`config.mk`:
```
export PLATFORM = sky130hd
export DESIGN_NAME = memory_turn_fsm
export DESIGN_NICKNAME = d
export VERILOG_FILES = /design/src/rtl/memory_turn_fsm.sv
export SDC_FILE = /design/constraint.sdc
export NUM_CORES = 1
export LEC_CHECK = 0
export ABC_AREA = 1
export CAP_MARGIN = 40
export CORE_MARGIN = 2
export CORE_UTILIZATION = 52
export DETAILED_ROUTE_END_ITERATION = 7
export PLACE_DENSITY = 0.78
export SYNTH_ARGS = -nofsm -noshare
export SYNTH_HDL_FRONTEND = slang
export SYNTH_SLANG_ARGS = --single-unit
export TNS_END_PERCENT = 50
```
`constraint.sdc`:
```
create_clock -name clk -period 1.6 [get_ports clk]
set_clock_uncertainty 0.05 [all_clocks]
set_input_delay 0.32 -clock clk [delete_from_list [all_inputs] [get_ports clk]]
set_output_delay 0.32 -clock clk [all_outputs]
set_load 0.05 [all_outputs]
```
`src/rtl/memory_turn_fsm.sv`:
```
// -----------------------------------------------------------------------------
// memory_turn_fsm
//
// Turn, score and end-of-game controller for the memory card game.
// It supports 2..4 players and a configurable number of pairs. It sequences
// turns, compares the two flipped cards, holds the reveal for SHOW_CYCLES,
// awards points and reports the winner, or a tie, once every pair is found.
//
// Ports:
//   clk, rst     rising-edge clock; synchronous active-high reset
//   start        begins a new game from IDLE or OVER
//   sel_valid    card-select pulse (sampled in FIRST/SECOND only)
//   sel_idx      index of the selected card
//   sel_val      symbol of the selected card
//   state        IDLE=0 FIRST=1 SECOND=2 CMP=3 SHOW=4 OVER=5
//   player       player whose turn it is
//   scores       per-player score, player p at [p*SW +: SW]
//   pair_found   high during the CMP cycle of a matching pair
//   flip_back    one-cycle pulse: hide the unmatched card(s)
//   timeout      one-cycle pulse: the turn expired
//   game_over    high while in OVER
//   winner       lowest-indexed player holding the top score (OVER only)
//   tie          two or more players share the top score (OVER only)
//
// Configuration macro: TURN_TIMEOUT_EN
//   defined   -> per-selection idle timer with timeout/turn-forfeit
//   undefined -> no timer; FIRST/SECOND wait indefinitely, timeout = 0
// -----------------------------------------------------------------------------
module memory_turn_fsm #(
  parameter  int NUM_PLAYERS = 2,
  parameter  int NUM_PAIRS   = 8,
  parameter  int IDX_W       = 4,
  parameter  int VAL_W       = 3,
  parameter  int SHOW_CYCLES = 4,
  parameter  int TURN_CYCLES = 1000,
  localparam int PW          = (NUM_PLAYERS > 2) ? $clog2(NUM_PLAYERS) : 1,
  localparam int SW          = $clog2(NUM_PAIRS + 1)
) (
  input  logic                      clk,
  input  logic                      rst,
  input  logic                      start,
  input  logic                      sel_valid,
  input  logic [IDX_W-1:0]          sel_idx,
  input  logic [VAL_W-1:0]          sel_val,
  output logic [2:0]                state,
  output logic [PW-1:0]             player,
  output logic [NUM_PLAYERS*SW-1:0] scores,
  output logic                      pair_found,
  output logic                      flip_back,
  output logic                      timeout,
  output logic                      game_over,
  output logic [PW-1:0]             winner,
  output logic                      tie
);

  localparam logic [2:0] S_IDLE   = 3'd0;
  localparam logic [2:0] S_FIRST  = 3'd1;
  localparam logic [2:0] S_SECOND = 3'd2;
  localparam logic [2:0] S_CMP    = 3'd3;
  localparam logic [2:0] S_SHOW   = 3'd4;
  localparam logic [2:0] S_OVER   = 3'd5;

  localparam int CW = $clog2(SHOW_CYCLES + 1);

  logic [2:0]                state_q,     state_d;
  logic [PW-1:0]             player_q,    player_d;
  logic [NUM_PLAYERS*SW-1:0] scores_q,    scores_d;
  logic [SW-1:0]             pairs_q,     pairs_d;
  logic [IDX_W-1:0]          idx1_q,      idx1_d;
  logic [VAL_W-1:0]          val1_q,      val1_d;
  logic [VAL_W-1:0]          val2_q,      val2_d;
  logic [CW-1:0]             show_cnt_q,  show_cnt_d;
  logic                      match_q,     match_d;
  logic                      flip_back_q, flip_back_d;
  logic                      timeout_q,   timeout_d;

  logic          in_select;
  logic          accept;
  logic          expire;
  logic [PW-1:0] next_player;

  assign in_select = (state_q == S_FIRST) || (state_q == S_SECOND);

  // A repeat of the first card in SECOND is not an accepted select.
  assign accept = sel_valid &&
                  ((state_q == S_FIRST) ||
                   ((state_q == S_SECOND) && (sel_idx != idx1_q)));

  assign next_player = (player_q == PW'(NUM_PLAYERS - 1)) ? '0 : player_q + 1'b1;

`ifdef TURN_TIMEOUT_EN
  localparam int TW = $clog2(TURN_CYCLES + 1);

  logic [TW-1:0] timer_q, timer_d;

  // timer_q holds the idle cycles already spent; the cycle in which it reads
  // TURN_CYCLES-1 without an accepted select is the last allowed one. An
  // accepted select in that same cycle takes priority over the expiry.
  assign expire = in_select && !accept && (timer_q == TW'(TURN_CYCLES - 1));

  always_comb begin
    timer_d = timer_q + 1'b1;
    if (!in_select || accept || expire) begin
      timer_d = '0;
    end
  end

  always_ff @(posedge clk) begin
    if (rst) begin
      timer_q <= '0;
    end else begin
      timer_q <= timer_d;
    end
  end
`else
  logic unused_turn_cycles;

  assign expire             = 1'b0;
  assign unused_turn_cycles = (TURN_CYCLES != 0);
`endif

  always_comb begin
    state_d     = state_q;
    player_d    = player_q;
    scores_d    = scores_q;
    pairs_d     = pairs_q;
    idx1_d      = idx1_q;
    val1_d      = val1_q;
    val2_d      = val2_q;
    show_cnt_d  = show_cnt_q;
    match_d     = match_q;
    flip_back_d = 1'b0;
    timeout_d   = 1'b0;

    case (state_q)
      S_IDLE, S_OVER: begin
        if (start) begin
          scores_d = '0;
          pairs_d  = '0;
          player_d = '0;
          state_d  = S_FIRST;
        end
      end

      S_FIRST: begin
        if (accept) begin
          idx1_d  = sel_idx;
          val1_d  = sel_val;
          state_d = S_SECOND;
        end else if (expire) begin
          timeout_d = 1'b1;
          player_d  = next_player;
        end
      end

      S_SECOND: begin
        if (accept) begin
          val2_d  = sel_val;
          state_d = S_CMP;
        end else if (expire) begin
          timeout_d   = 1'b1;
          flip_back_d = 1'b1;
          player_d    = next_player;
          state_d     = S_FIRST;
        end
      end

      S_CMP: begin
        match_d    = (val1_q == val2_q);
        show_cnt_d = '0;
        state_d    = S_SHOW;
        if (val1_q == val2_q) begin
          scores_d[player_q*SW +: SW] = scores_q[player_q*SW +: SW] + 1'b1;
          pairs_d                     = pairs_q + 1'b1;
        end
      end

      S_SHOW: begin
        if (show_cnt_q == CW'(SHOW_CYCLES - 1)) begin
          if (match_q) begin
            state_d = (pairs_q == SW'(NUM_PAIRS)) ? S_OVER : S_FIRST;
          end else begin
            flip_back_d = 1'b1;
            player_d    = next_player;
            state_d     = S_FIRST;
          end
        end else begin
          show_cnt_d = show_cnt_q + 1'b1;
        end
      end

      default: begin
        state_d = S_IDLE;
      end
    endcase
  end

  always_ff @(posedge clk) begin
    if (rst) begin
      state_q     <= S_IDLE;
      player_q    <= '0;
      scores_q    <= '0;
      pairs_q     <= '0;
      idx1_q      <= '0;
      val1_q      <= '0;
      val2_q      <= '0;
      show_cnt_q  <= '0;
      match_q     <= 1'b0;
      flip_back_q <= 1'b0;
      timeout_q   <= 1'b0;
    end else begin
      state_q     <= state_d;
      player_q    <= player_d;
      scores_q    <= scores_d;
      pairs_q     <= pairs_d;
      idx1_q      <= idx1_d;
      val1_q      <= val1_d;
      val2_q      <= val2_d;
      show_cnt_q  <= show_cnt_d;
      match_q     <= match_d;
      flip_back_q <= flip_back_d;
      timeout_q   <= timeout_d;
    end
  end

  // Top-score search: a strictly greater score takes over, so the earliest
  // player holding the maximum is kept; equal scores only bump the count.
  logic [PW-1:0] best;
  logic [SW-1:0] best_score;
  logic [2:0]    best_count;
  logic [SW-1:0] cur_score;

  always_comb begin
    best       = '0;
    best_score = scores_q[SW-1:0];
    best_count = 3'd1;
    cur_score  = '0;
    for (int unsigned i = 1; i < NUM_PLAYERS; i++) begin
      cur_score = scores_q[i*SW +: SW];
      if (cur_score > best_score) begin
        best       = PW'(i);
        best_score = cur_score;
        best_count = 3'd1;
      end else if (cur_score == best_score) begin
        best_count = best_count + 3'd1;
      end
    end
  end

  assign state      = state_q;
  assign player     = player_q;
  assign scores     = scores_q;
  assign pair_found = (state_q == S_CMP) && (val1_q == val2_q);
  assign flip_back  = flip_back_q;
  assign timeout    = timeout_q;
  assign game_over  = (state_q == S_OVER);
  assign winner     = (state_q == S_OVER) ? best : '0;
  assign tie        = (state_q == S_OVER) && (best_count >= 3'd2);

endmodule

```
# Word level (Yosys, flattened, before mapping)
# Cells that the tools add are included.
# word_totals
elab_cells	82
register_bits	31
# classes
n_reduce_logical	17
n_bitwise	2
mux	26
order_cmp	2
n_addsub	5
n_eq_ne	17
n_shift	3
# op_table
cell	count
3-bit negation with 34-bit output	1
4-bit by 34-bit variable shift with 8-bit output (first input constant)	1
4-bit by 34-bit indexed part select with 8-bit output	1
3-bit 2-to-1 mux	7
8-bit 2-to-1 mux	2
8-bit one-hot mux with 2 select lines	1
3-bit one-hot mux with 5 select lines	1
2-bit != test (second input constant)	7
3-bit by 2-bit == test with 1-bit output (second input constant)	3
4-bit by 1-bit adder with 4-bit output (second input constant)	2
8-bit bitwise mux	1
4-bit 2-to-1 mux	2
4-bit one-hot mux with 2 select lines	1
4-bit AND reduction	2
8-bit by 4-bit indexed part select with 4-bit output	1
1-bit 2-to-1 mux	7
3-bit == test (second input constant)	2
3-bit one-hot mux with 2 select lines	1
2-bit AND reduction	3
2-bit nonzero test	3
4-bit == test	1
4-bit == test (second input constant)	1
4-bit greater-than comparator	1
1-bit logical AND	4
other kinds (14)	16

# Logic depth before layout (Yosys ltp)
# Gate-level depths: netlist of the first run.
# logic_depth
word_depth	6
ltp_mapped	10
ltp_nobuf	10

# Least setup slack after synthesis of the first run
# No wires, ideal clock.
# synth_path
path_kind	flip-flop to output port
start	register state_q[0] (netlist: state[0])
end	output port winner
setup_slack_ns	-0.943
n_path_buf	0
stages_incl_launch_ff	5
t_arrival_ns	2.173
cell_sequence	dfxtp_1 nand3_2 inv_1 nand2_1 a21oi_1
# synth_between
elab_chain_len	2
# synth_rtl
item	line_no	rtl
from (decl)	65	logic [2:0] state_q, state_d;
from (signal assigned)	212	state_q <= state_d;
3-bit == test	n/a	
via game_over	51	output logic game_over,
1-bit 2-to-1 mux	257	assign winner = (state_q == S_OVER) ? best : '0;
to (decl)	52	output logic [PW-1:0] winner,
# The timed path passes the listed nets, and every way through them passes these cells.

# Final worst setup path of the first run
# layout_path
start	register scores_q[1] (netlist: scores[1])
end	output port winner
# layout_between
elab_chain_len	3
# layout_rtl
item	line_no	rtl
from (decl)	67	logic [NUM_PLAYERS*SW-1:0] scores_q, scores_d;
from (signal assigned)	214	scores_q <= scores_d;
4-bit greater-than comparator	240	if (cur_score > best_score) begin
1-bit 2-to-1 mux	240	
1-bit 2-to-1 mux	257	
# Every way passes these cells.

==> results of run 1 <==
-- through the flow --
stage / instance area [um2] / hold WS, ns
finish: 2660 / 0.392
global route: 2660 / 0.413
CTS: 2520 / 0.421
detailed placement: 2360 / 0.407
global placement: 2360 / 0.394
floorplan: 1810 / 0.329
-- layout make-up --
class,instances,share of cell area (%)
clock buffers,7,2.87
clock inverters,1,0.188
inverters,38,5.87
multi-input cells,179,40.3
flip-flops and latches,31,24.9
well taps,44,2.07
repair buffers,54,23.8
-- power groups by stage --
stage | Combinational, mW | Sequential, mW | Clock (mW)
floorplan | 1.00 | 1.16 | 0
global placement | 1.57 | 1.06 | 0
detailed placement | 1.59 | 1.06 | 0
CTS | 1.70 | 1.04 | 0.596
global route | 2.31 | 1.06 | 0.613
finish | 2.14 | 1.04 | 0.590
-- flip-flops by register name (all words and copies together) (netlist names) --
register	count
state	3
show_cnt_q	3
pairs_q	4
scores	8
val1_q	3
idx1_q	4
val2_q	3
flip_back	1
match_q	1
player	1
-- worst register-to-register path: stages, from the launching register on --
cell	delay, ns
dfxtp_2	0.40
o21ai_0	0.38
ha_1	0.24
xor2_1	0.25
nand4_1	0.17
a21oi_1	0.19
-- logic make-up (layout without fill, tap and decap cells) --
| family | count (synthesis) | after routing | synth area share, % |
|---|---|---|---|
| simple gates | 124 | 124 | 31.4 |
| buf+inv | 45 | 100 | 11.3 |
| compound gates | 40 | 40 | 12.4 |
| flops | 31 | 31 | 35.7 |
| fa+ha+maj | 9 | 9 | 6.47 |
| xor+xnor | 5 | 5 | 2.52 |
| other cells | 1 | 1 | 0.216 |
-- per-layer routing --
| metal | vias up | global-route usage (%) | routed length (um) |
|---|---|---|---|
| li1 | 928 | - | - |
| met1 | 867 | 29.7 | 2090 |
| met2 | 57 | 45.9 | 2580 |
| met3 | 9 | 6.83 | 212 |
| met4 | 0 | 7.90 | 78 |
| met5 | - | 0 | 0 |
-- cell usage in the layout (no fill, tap or decap), drive strengths merged --
cell / Yosys / layout
a21oi: 24 / 24
a41oi: 1 / 1
buf: 5 / 44
clkbuf: 2 / 7
clkdlybuf4s50: 0 / 10
clkinv: 0 / 1
clkinvlp: 0 / 1
conb: 1 / 1
dfxtp: 31 / 31
ha: 9 / 9
inv: 38 / 37
nand2: 59 / 59
nand3: 15 / 15
nand4: 12 / 12
nor2: 38 / 38
o211ai: 1 / 1
o21ai: 13 / 13
o22ai: 1 / 1
xnor2: 1 / 1
xor2: 4 / 4
-- final timing paths --
check | end | depth (start not counted) | from
setup reg to reg | scores[6]$_SDFFE_PP0P_ | 5 | player$_SDFFE_PP0P_
setup / recovery | winner | 7 | scores[1]$_SDFFE_PP0P_
hold reg to reg | show_cnt_q[0]$_SDFFE_PP0P_ | 1 | show_cnt_q[0]$_SDFFE_PP0P_
hold / removal | show_cnt_q[0]$_SDFFE_PP0P_ | 1 | show_cnt_q[0]$_SDFFE_PP0P_
-- timing repair --
item	4_1_cts	5_1_grt
gates resized for setup	10	26
pin swaps	3	5
buffers inserted	5	6
endpoints found under the setup margin	7	28
==> metrics.md, run 1 <==
| Metric | Value |
|---|---|
| Status | `complete, but fails checks` |
| Failing checks | `setup timing` |
| Fin. max-slew vios | `0` |
| Initial core utilization | `55.6%` |
| Clock buffer depth | `2` |
| Storage element area | `663 um2` |
| Slowest CP cell | `dfxtp_4` |
| Number of global-route vias before repair | `1748` |
| Async S/R FF share, synth | `0%` |
| Antenna violations before repair | `0` |
| Count leader, synth | `nand2_1` |
| Net switching power | `1.68 mW` |
| Crit path cell chain | `inv_4 -> ha_4 -> inv_2 -> nor2_2 -> o211ai_1 -> a21oi_4 -> buf_12` |
| Filler Cell Count | `164` |
| Post-synthesis instance total | `255` |
| Share of layout cells above drive strength 1 | `between 30% and 40%` |
| Endpoint type of the worst setup path | `output pin` |
| Crit path max-delay family | `flip-flops` |
| Footprint of the multi-input gates | `0.00107 mm2` |
| Synth cell count leaders | `nand2_1, inv_1, nor2_1` |
| Clock share of power | `15.6%` |
| Area leader, netlist | `dfxtp_1` |
| Post-synth top flop | `dfxtp_1` |
| Wirelength per Cell | `around 14 um` |
| Internal power | `2.10 mW` |
| Logic pwr share | `between 50% and 60%` |
| Die area | `0.00382 mm2` |
| DRC viols | `0` |
| Inst Count DP | `335` |
| HP Class | `flop to flop` |
| Yosys warns | `0` |
| Routed WL | `4960 um` |
| GRT Total Usage | `25.6%` |
| Worst Path Arrival | `between 1.5 and 2 ns` |
| Global-route wire length before repair | `7260 um` |
| Synthesized area | `approximately 0.0017 mm2` |
| Worst-Skew Late Latency | `0.34 ns` |
| Part of the power in registers | `between 20 and 30%` |
| Chip width | `61.8 um` |
| Clock Pin Slew Worst Setup and Hold Paths | `roughly 0.10 ns` |
| Ports | `29` |
| Row Count | `20` |
| Die Y | `61.8 um` |
| Leak Pwr | `1.19 nW` |
| Hold buffer count at CTS | `0` |
| Post-layout util | `85.2%` |
| Net switching fraction of the power | `between 40% and 50%` |
| Final setup fails | `5` |
| Number of nets in the layout | `329` |
| Yosys reg bits | `31` |
| Final hold vios | `0` |
| Period utilization | `124%` |
| CTS tree | `built` |
| Crit path required time | `1.23 ns` |
| Final min period | `1.99 ns` |
| PnR worst setup slack | `-0.385 ns` |
| Max cap viols | `0` |
| Total power | `3.77 mW` |
| Syn nets | `between 200 and 300` |
| Sequential fraction of the synthesis area | `around 36%` |
| Flop-to-flop setup slack | `-0.15 ns` |
| Clk sink count | `31` |
| Via/cell ratio | `around 5.3` |
| DRT antenna net count | `0` |
| H-tree depth | `2` |
| Layout area overhead | `53.2%` |
| Count of input and output buffers | `27` |
| CP Launch Type | `flop` |
| Root Driver | `clkbuf_4` |
| Placer Congestion | `0.848` |
| Avg Cell Area, Syn | `6.82 um2` |
| DRT iter0 DRCs | `124` |
| CTS buffer count | `5` |
| Vias | `1861` |
| RSZ-0062 raised after global routing | `yes` |
| Fmax | `504 MHz` |
| PwrDens | `1420 mW/mm2` |
| Largest net degree at the start of global routing | `18` |
| Setup WS pre-CTS | `-0.160 ns` |
| Buf/Inv on CP | `3` |
| Class of the most critical setup path | `flop to output pin` |
| EDFF count, synth | `0` |
| Sum Neg Setup Slack | `-0.977 ns` |
| Peak VDD IR | `about 1100 uV` |
| DRT Pass-1 Iters | `4` |
| Synth area leaders | `dfxtp_1, nand2_1, inv_1, nor2_1, ha_1` |
| Post-synth cell types | `25` |
| CP max FO | `2` |
| Fin cells | `354` |
| Post-synth top area share | `35.7%` |
| Max incr delay on CP | `0.37 ns` |
| Antenna fix cells | `0` |
| Core footprint | `around 0.0031 mm2` |
| Final HPWL DP | `3040 um` |
| Grt ovf | `0` |
(Power assumes the default switching activity.)
==> run 2, diff against run 1 <==
--- a/config.mk
+++ b/config.mk
@@ -7,7 +7,7 @@
 export LEC_CHECK = 0
 export ABC_AREA = 1
 export CAP_MARGIN = 40
-export CORE_MARGIN = 2
+export CORE_MARGIN = 3
 export CORE_UTILIZATION = 52
 export DETAILED_ROUTE_END_ITERATION = 7
 export PLACE_DENSITY = 0.78
==> metrics.md, run 2 (same netlist as run 1, synthesis figures left out) <==
| Metric | Value |
|---|---|
| Slowest CP cell | `dfxtp_4` |
| Max incr delay on CP | `around 0.37 ns` |
| Global-route wire length before repair | `6820 um` |
| Post-layout util | `82.8%` |
| Hold buffer count at CTS | `0` |
| Filler Cell Count | `200` |
| Die area | `0.00407 mm2` |
| DRT iter0 DRCs | `69` |
| Routed WL | `~4400 um` |
| DRT antenna net count | `0` |
| Via/cell ratio | `5.14` |
| Inst Count DP | `333` |
| Final HPWL DP | `3010 um` |
| Met2 wire length | `2190 um` |
| DRC viols | `0` |
| Antenna fix cells | `0` |
| Worst-Skew Late Latency | `0.34 ns` |
| Buf/Inv on CP | `3` |
| Fmax | `501 MHz` |
| Number of flip-flops in the largest register | `8` |
| DRT Pass-1 Iters | `4` |
| Row Count | `20` |
| Max cap viols | `0` |
| Worst hold slack | `roughly 0.42 ns` |
| Fin cells | `350` |
| Number of global-route vias before repair | `~1600` |
| Worst Path Arrival | `1.63 ns` |
| Crit path required time | `1.23 ns` |
| Number of nets in the layout | `325` |
| Crit path cell chain | `inv_4 -> ha_4 -> inv_2 -> nor2_2 -> o211ai_1 -> a21oi_4 -> buf_12` |
| CP max FO | `2` |
| Vias | `1800` |
| Core footprint | `around 0.0031 mm2` |
| Clk sink count | `31` |
| Layout area overhead | `48.8%` |
| RSZ-0062 raised after global routing | `yes` |
| Grt ovf | `0` |
| Ports | `29` |
| Largest net degree at the start of global routing | `18` |
| Count of input and output buffers | `27` |
| H-tree depth | `2` |
| Failing checks | `setup timing` |
| Period utilization | `125%` |
| Met1 WL | `around 1900 um` |
| Leading cell type in the layout, fill and taps excluded | `nand2_1` |
| GRT Total Usage | `21.2%` |
| Status | `complete, but fails checks` |
| Most frequent cells in the layout | `nand2_1, nor2_1, inv_1` |
| Share of layout cells above drive strength 1 | `31.7%` |
| PwrDens | `1270 mW/mm2` |
| WL met3 | `173 um` |
| Placer Congestion | `0.830` |
| CP Launch Type | `flop` |
| Wirelength per Cell | `12.6 um` |
| Final hold vios | `0` |
| Clock Pin Slew Worst Setup and Hold Paths | `0.09 ns` |
| CTS buffer count | `5` |
| HP Class | `flop to flop` |
| Fin. max-slew vios | `0` |
| Die Y | `around 64 um` |
| Leak Pwr | `approximately 1.1 nW` |
| Crit path max-delay family | `flip-flops` |
| Antenna violations before repair | `0` |
| PnR worst setup slack | `-0.396 ns` |
| Clock buffer depth | `2` |
| Top layer in use | `met4` |
| Chip width | `63.8 um` |
| Class of the most critical setup path | `flop to output pin` |
| Peak VDD IR | `~800 uV` |
| Final min period | `roughly 2.0 ns` |
| CTS tree | `built` |
| Endpoint type of the worst setup path | `output pin` |
| Final setup fails | `4` |
| Root Driver | `clkbuf_4` |
| Flop-to-flop setup slack | `0 ns` |
| Initial core utilization | `between 50% and 60%` |
run 2: changes by cell type in the layout (fill, tap and decap cells not counted), sizes merged:
cell | previous run | this run
buf | 44 | 40
run 2: path summary, 6_finish.rpt:
path,start,endpoint,cells after the start
worst max-delay path,scores[1]$_SDFFE_PP0P_,winner,7
worst min-delay path,show_cnt_q[0]$_SDFFE_PP0P_,show_cnt_q[0]$_SDFFE_PP0P_,1
worst max register to register,scores[0]$_SDFFE_PP0P_,scores[6]$_SDFFE_PP0P_,6
worst min register to register,show_cnt_q[0]$_SDFFE_PP0P_,show_cnt_q[0]$_SDFFE_PP0P_,1
run 2: metrics by stage:
| step | setup TNS, ns | cell area, um2 | setup slack (ns) | power (mW) |
|---|---|---|---|---|
| final | -0.709 | 2590 | -0.396 | 3.28 |
| after global routing | -1.23 | 2590 | -0.454 | 3.51 |
| after CTS | -0.853 | 2440 | -0.378 | 3.05 |
| after detailed placement | -0.481 | 2350 | -0.116 | 2.59 |
| after global placement | -0.244 | 2350 | -0.0622 | 2.55 |
| after floorplan | -0.114 | 1810 | -0.114 | 2.16 |
run 2: routing by layer:
metal  track usage [%]  vias to the layer above
li1                  -                      915
met1              26.8                      831
met2              33.5                       42
met3              5.80                       12
met4              8.89                        0
met5                 0                        -
run 2: what timing repair did:
action / in CTS / in global routing
pin swaps: 4 / 8
endpoints found under the setup margin: 5 / 23
setup buffers: 1 / 8
gates resized for setup: 7 / 25
run 2: report_power, final:
part           internal, mW  switching (mW)
logic                 0.692            1.09
clock network         0.171           0.266
registers             0.896           0.159
run 2: final cells by class:
type | instances | area [um2] | area share (%)
inverter | 38 | 156 | 6.04
tap | 44 | 55.1 | 2.13
multi-input combinational | 179 | 1060 | 41.1
timing repair buffer | 50 | 601 | 23.2
sequential | 31 | 663 | 25.6
clock inverter | 1 | 5.00 | 0.193
clock buffer | 7 | 45.0 | 1.74
==> run 3, diff against run 2 <==
--- a/config.mk
+++ b/config.mk
@@ -6,10 +6,11 @@
 export NUM_CORES = 1
 export LEC_CHECK = 0
 export ABC_AREA = 1
-export CAP_MARGIN = 40
+export CAP_MARGIN = 20
 export CORE_MARGIN = 3
 export CORE_UTILIZATION = 52
 export DETAILED_ROUTE_END_ITERATION = 7
+export GPL_TIMING_DRIVEN = 0
 export PLACE_DENSITY = 0.78
 export SYNTH_ARGS = -nofsm -noshare
 export SYNTH_HDL_FRONTEND = slang
==> metrics.md, run 3 (same netlist as run 1, synthesis figures left out) <==
| Metric | Value |
|---|---|
| Status | `complete, but fails checks` |
| Failing checks | `setup timing` |
| Clock Pin Slew Worst Setup and Hold Paths | `0.10 ns` |
| DRC viols | `0` |
| DRT antenna net count | `0` |
| Grt ovf | `0` |
| Setup WS pre-CTS | `-0.645 ns` |
| Final HPWL DP | `2870 um` |
| Class of the most critical setup path | `flop to output pin` |
| Leading cell type in the layout, fill and taps excluded | `nand2_1` |
| Number of flip-flops in the largest register | `8` |
| Count of input and output buffers | `27` |
| Max incr delay on CP | `~0.37 ns` |
| Fin. max-slew vios | `0` |
| Period utilization | `123%` |
| R2R Path Start | `scores[1]$_SDFFE_PP0P_` |
| DRT Pass-1 Iters | `4` |
| Worst Reg-to-Reg Cells | `6` |
| PwrDens | `1340 mW/mm2` |
| Layout area overhead | `30.8%` |
| Core footprint | `0.00313 mm2` |
| Max cap viols | `0` |
| Placer Congestion | `0.823` |
| Final min period | `1.97 ns` |
| Row Count | `20` |
| HP Class | `flop to flop` |
| Ports | `29` |
| Worst Path Arrival | `between 1.5 and 2 ns` |
| Most frequent cells in the layout | `nand2_1, nor2_1, inv_1` |
| CP max FO | `3` |
| Filler Cell Count | `273` |
| Hold path endpoint | `show_cnt_q[0]$_SDFFE_PP0P_` |
| Crit path cell chain | `inv_2 -> ha_4 -> inv_1 -> nor2_2 -> o211ai_1 -> a21oi_4 -> buf_6` |
| Clk sink count | `31` |
| Flop-to-flop setup slack | `0.05 ns` |
| CP Launch Type | `flop` |
| Routed WL | `4100 um` |
| Initial core utilization | `55.6%` |
| H-tree depth | `2` |
| Leak Pwr | `1.03 nW` |
| Number of global-route vias before repair | `~1500` |
| RSZ-0062 raised after global routing | `yes` |
| Root Driver | `clkbuf_4` |
| Final setup fails | `3` |
| Die area | `roughly 0.004 mm2` |
| DRT iter0 DRCs | `95` |
| Worst flop-to-flop path endpoint | `scores[6]$_SDFFE_PP0P_` |
| Met2 GRT Util | `33.7%` |
| Global-route wire length before repair | `approximately 6900 um` |
| CTS tree | `built` |
| Hold path start | `show_cnt_q[0]$_SDFFE_PP0P_` |
| GRT Total Usage | `between 20% and 30%` |
| Buf/Inv on CP | `3` |
| Die Y | `between 60 and 70 um` |
| Global routing's busiest layer | `met2` |
| Final hold vios | `0` |
| Largest net degree at the start of global routing | `11` |
| Wirelength per Cell | `about 12 um` |
| Vias | `around 1700` |
| Chip width | `63.8 um` |
| Worst-Skew Late Latency | `0.33 ns` |
| Antenna fix cells | `0` |
| CTS buffer count | `5` |
| Antenna violations before repair | `0` |
| M3 GR Usage | `5.80%` |
| Number of nets in the layout | `between 300 and 400` |
| Crit path max-delay family | `flip-flops` |
| Crit path required time | `1.23 ns` |
| PnR worst setup slack | `-0.365 ns` |
| Slowest CP cell | `dfxtp_4` |
| Fmax | `between 500 and 600 MHz` |
| Peak VDD IR | `around 1000 uV` |
| Via/cell ratio | `5.00` |
| Clock buffer depth | `2` |
| Endpoint type of the worst setup path | `output pin` |
| Global-route met1 utilization | `27.9%` |
| Share of layout cells above drive strength 1 | `between 20 and 30%` |
| Post-layout util | `72.7%` |
| Hold path depth | `1` |
-- run 3: changes by cell type in the layout (fill, tap and decap cells not counted), sizes merged --
cell and change:
buf -25, dlygate4sd2 +2, clkbuf +9, clkdlybuf4s15 +3
-- run 3: what timing repair did --
action                     in CTS  in global routing
buffers inserted                2                  3
hold buffers                    0                  0
gates cloned                    0                  0
pin swaps                       4                  5
setup endpoints to repair      19                 24
resized for setup              64                 27
-- run 3: power breakdown --
group          leakage [nW]  switching [mW]  internal [mW]
combinational         0.745            1.05          0.541
sequential            0.261           0.136          0.897
clock                0.0293           0.266          0.171
total                  1.03            1.45           1.61
-- run 3: routing by layer --
metal | up-vias | share of wire, %
li1 | 898 | -
met1 | 754 | 48
met2 | 40 | 46
met3 | 2 | 4.7
met4 | 0 | 0.71
met5 | - | 0
-- run 3: worst max path at each step --
stage / depth (start not counted) / slack [ns] / start / end
2_1_floorplan: 4 / -0.11 / scores[0]$_SDFFE_PP0P_ / winner
3_3_place_gp: 6 / -0.63 / scores[2]$_SDFFE_PP0P_ / winner
3_5_place_dp: 6 / -0.65 / scores[1]$_SDFFE_PP0P_ / winner
4_1_cts: 6 / -0.35 / scores[4]$_SDFFE_PP0P_ / winner
5_1_grt: 7 / -0.44 / scores[1]$_SDFFE_PP0P_ / winner
6_report: 7 / -0.37 / scores[1]$_SDFFE_PP0P_ / winner
-- run 3: final cells by class --
class | instances | area [um2] | area share [%]
Buffer | 7 | 55.1 | 2.42
Multi-Input combinational cell | 179 | 1010 | 44.6
Tap cell | 44 | 55.1 | 2.42
Clock buffer | 7 | 45.0 | 1.98
Clock inverter | 1 | 5.00 | 0.220
Inverter | 38 | 156 | 6.88
Timing Repair Buffer | 32 | 282 | 12.4
Sequential cell | 31 | 663 | 29.2
-- run 3: stage by stage --
step           power [mW]  setup TNS, ns  cell area, um2  instances  hold slack [ns]
4_1_cts              2.98         -0.673            2250        336            0.413
5_1_grt              3.29          -1.20            2270        339            0.443
2_1_floorplan        2.16         -0.114            1810        255            0.329
6_report             3.06         -0.649            2270        339            0.411
3_5_place_dp         2.51          -4.34            2140        326            0.397
3_3_place_gp         2.48          -4.20            2140        326            0.395
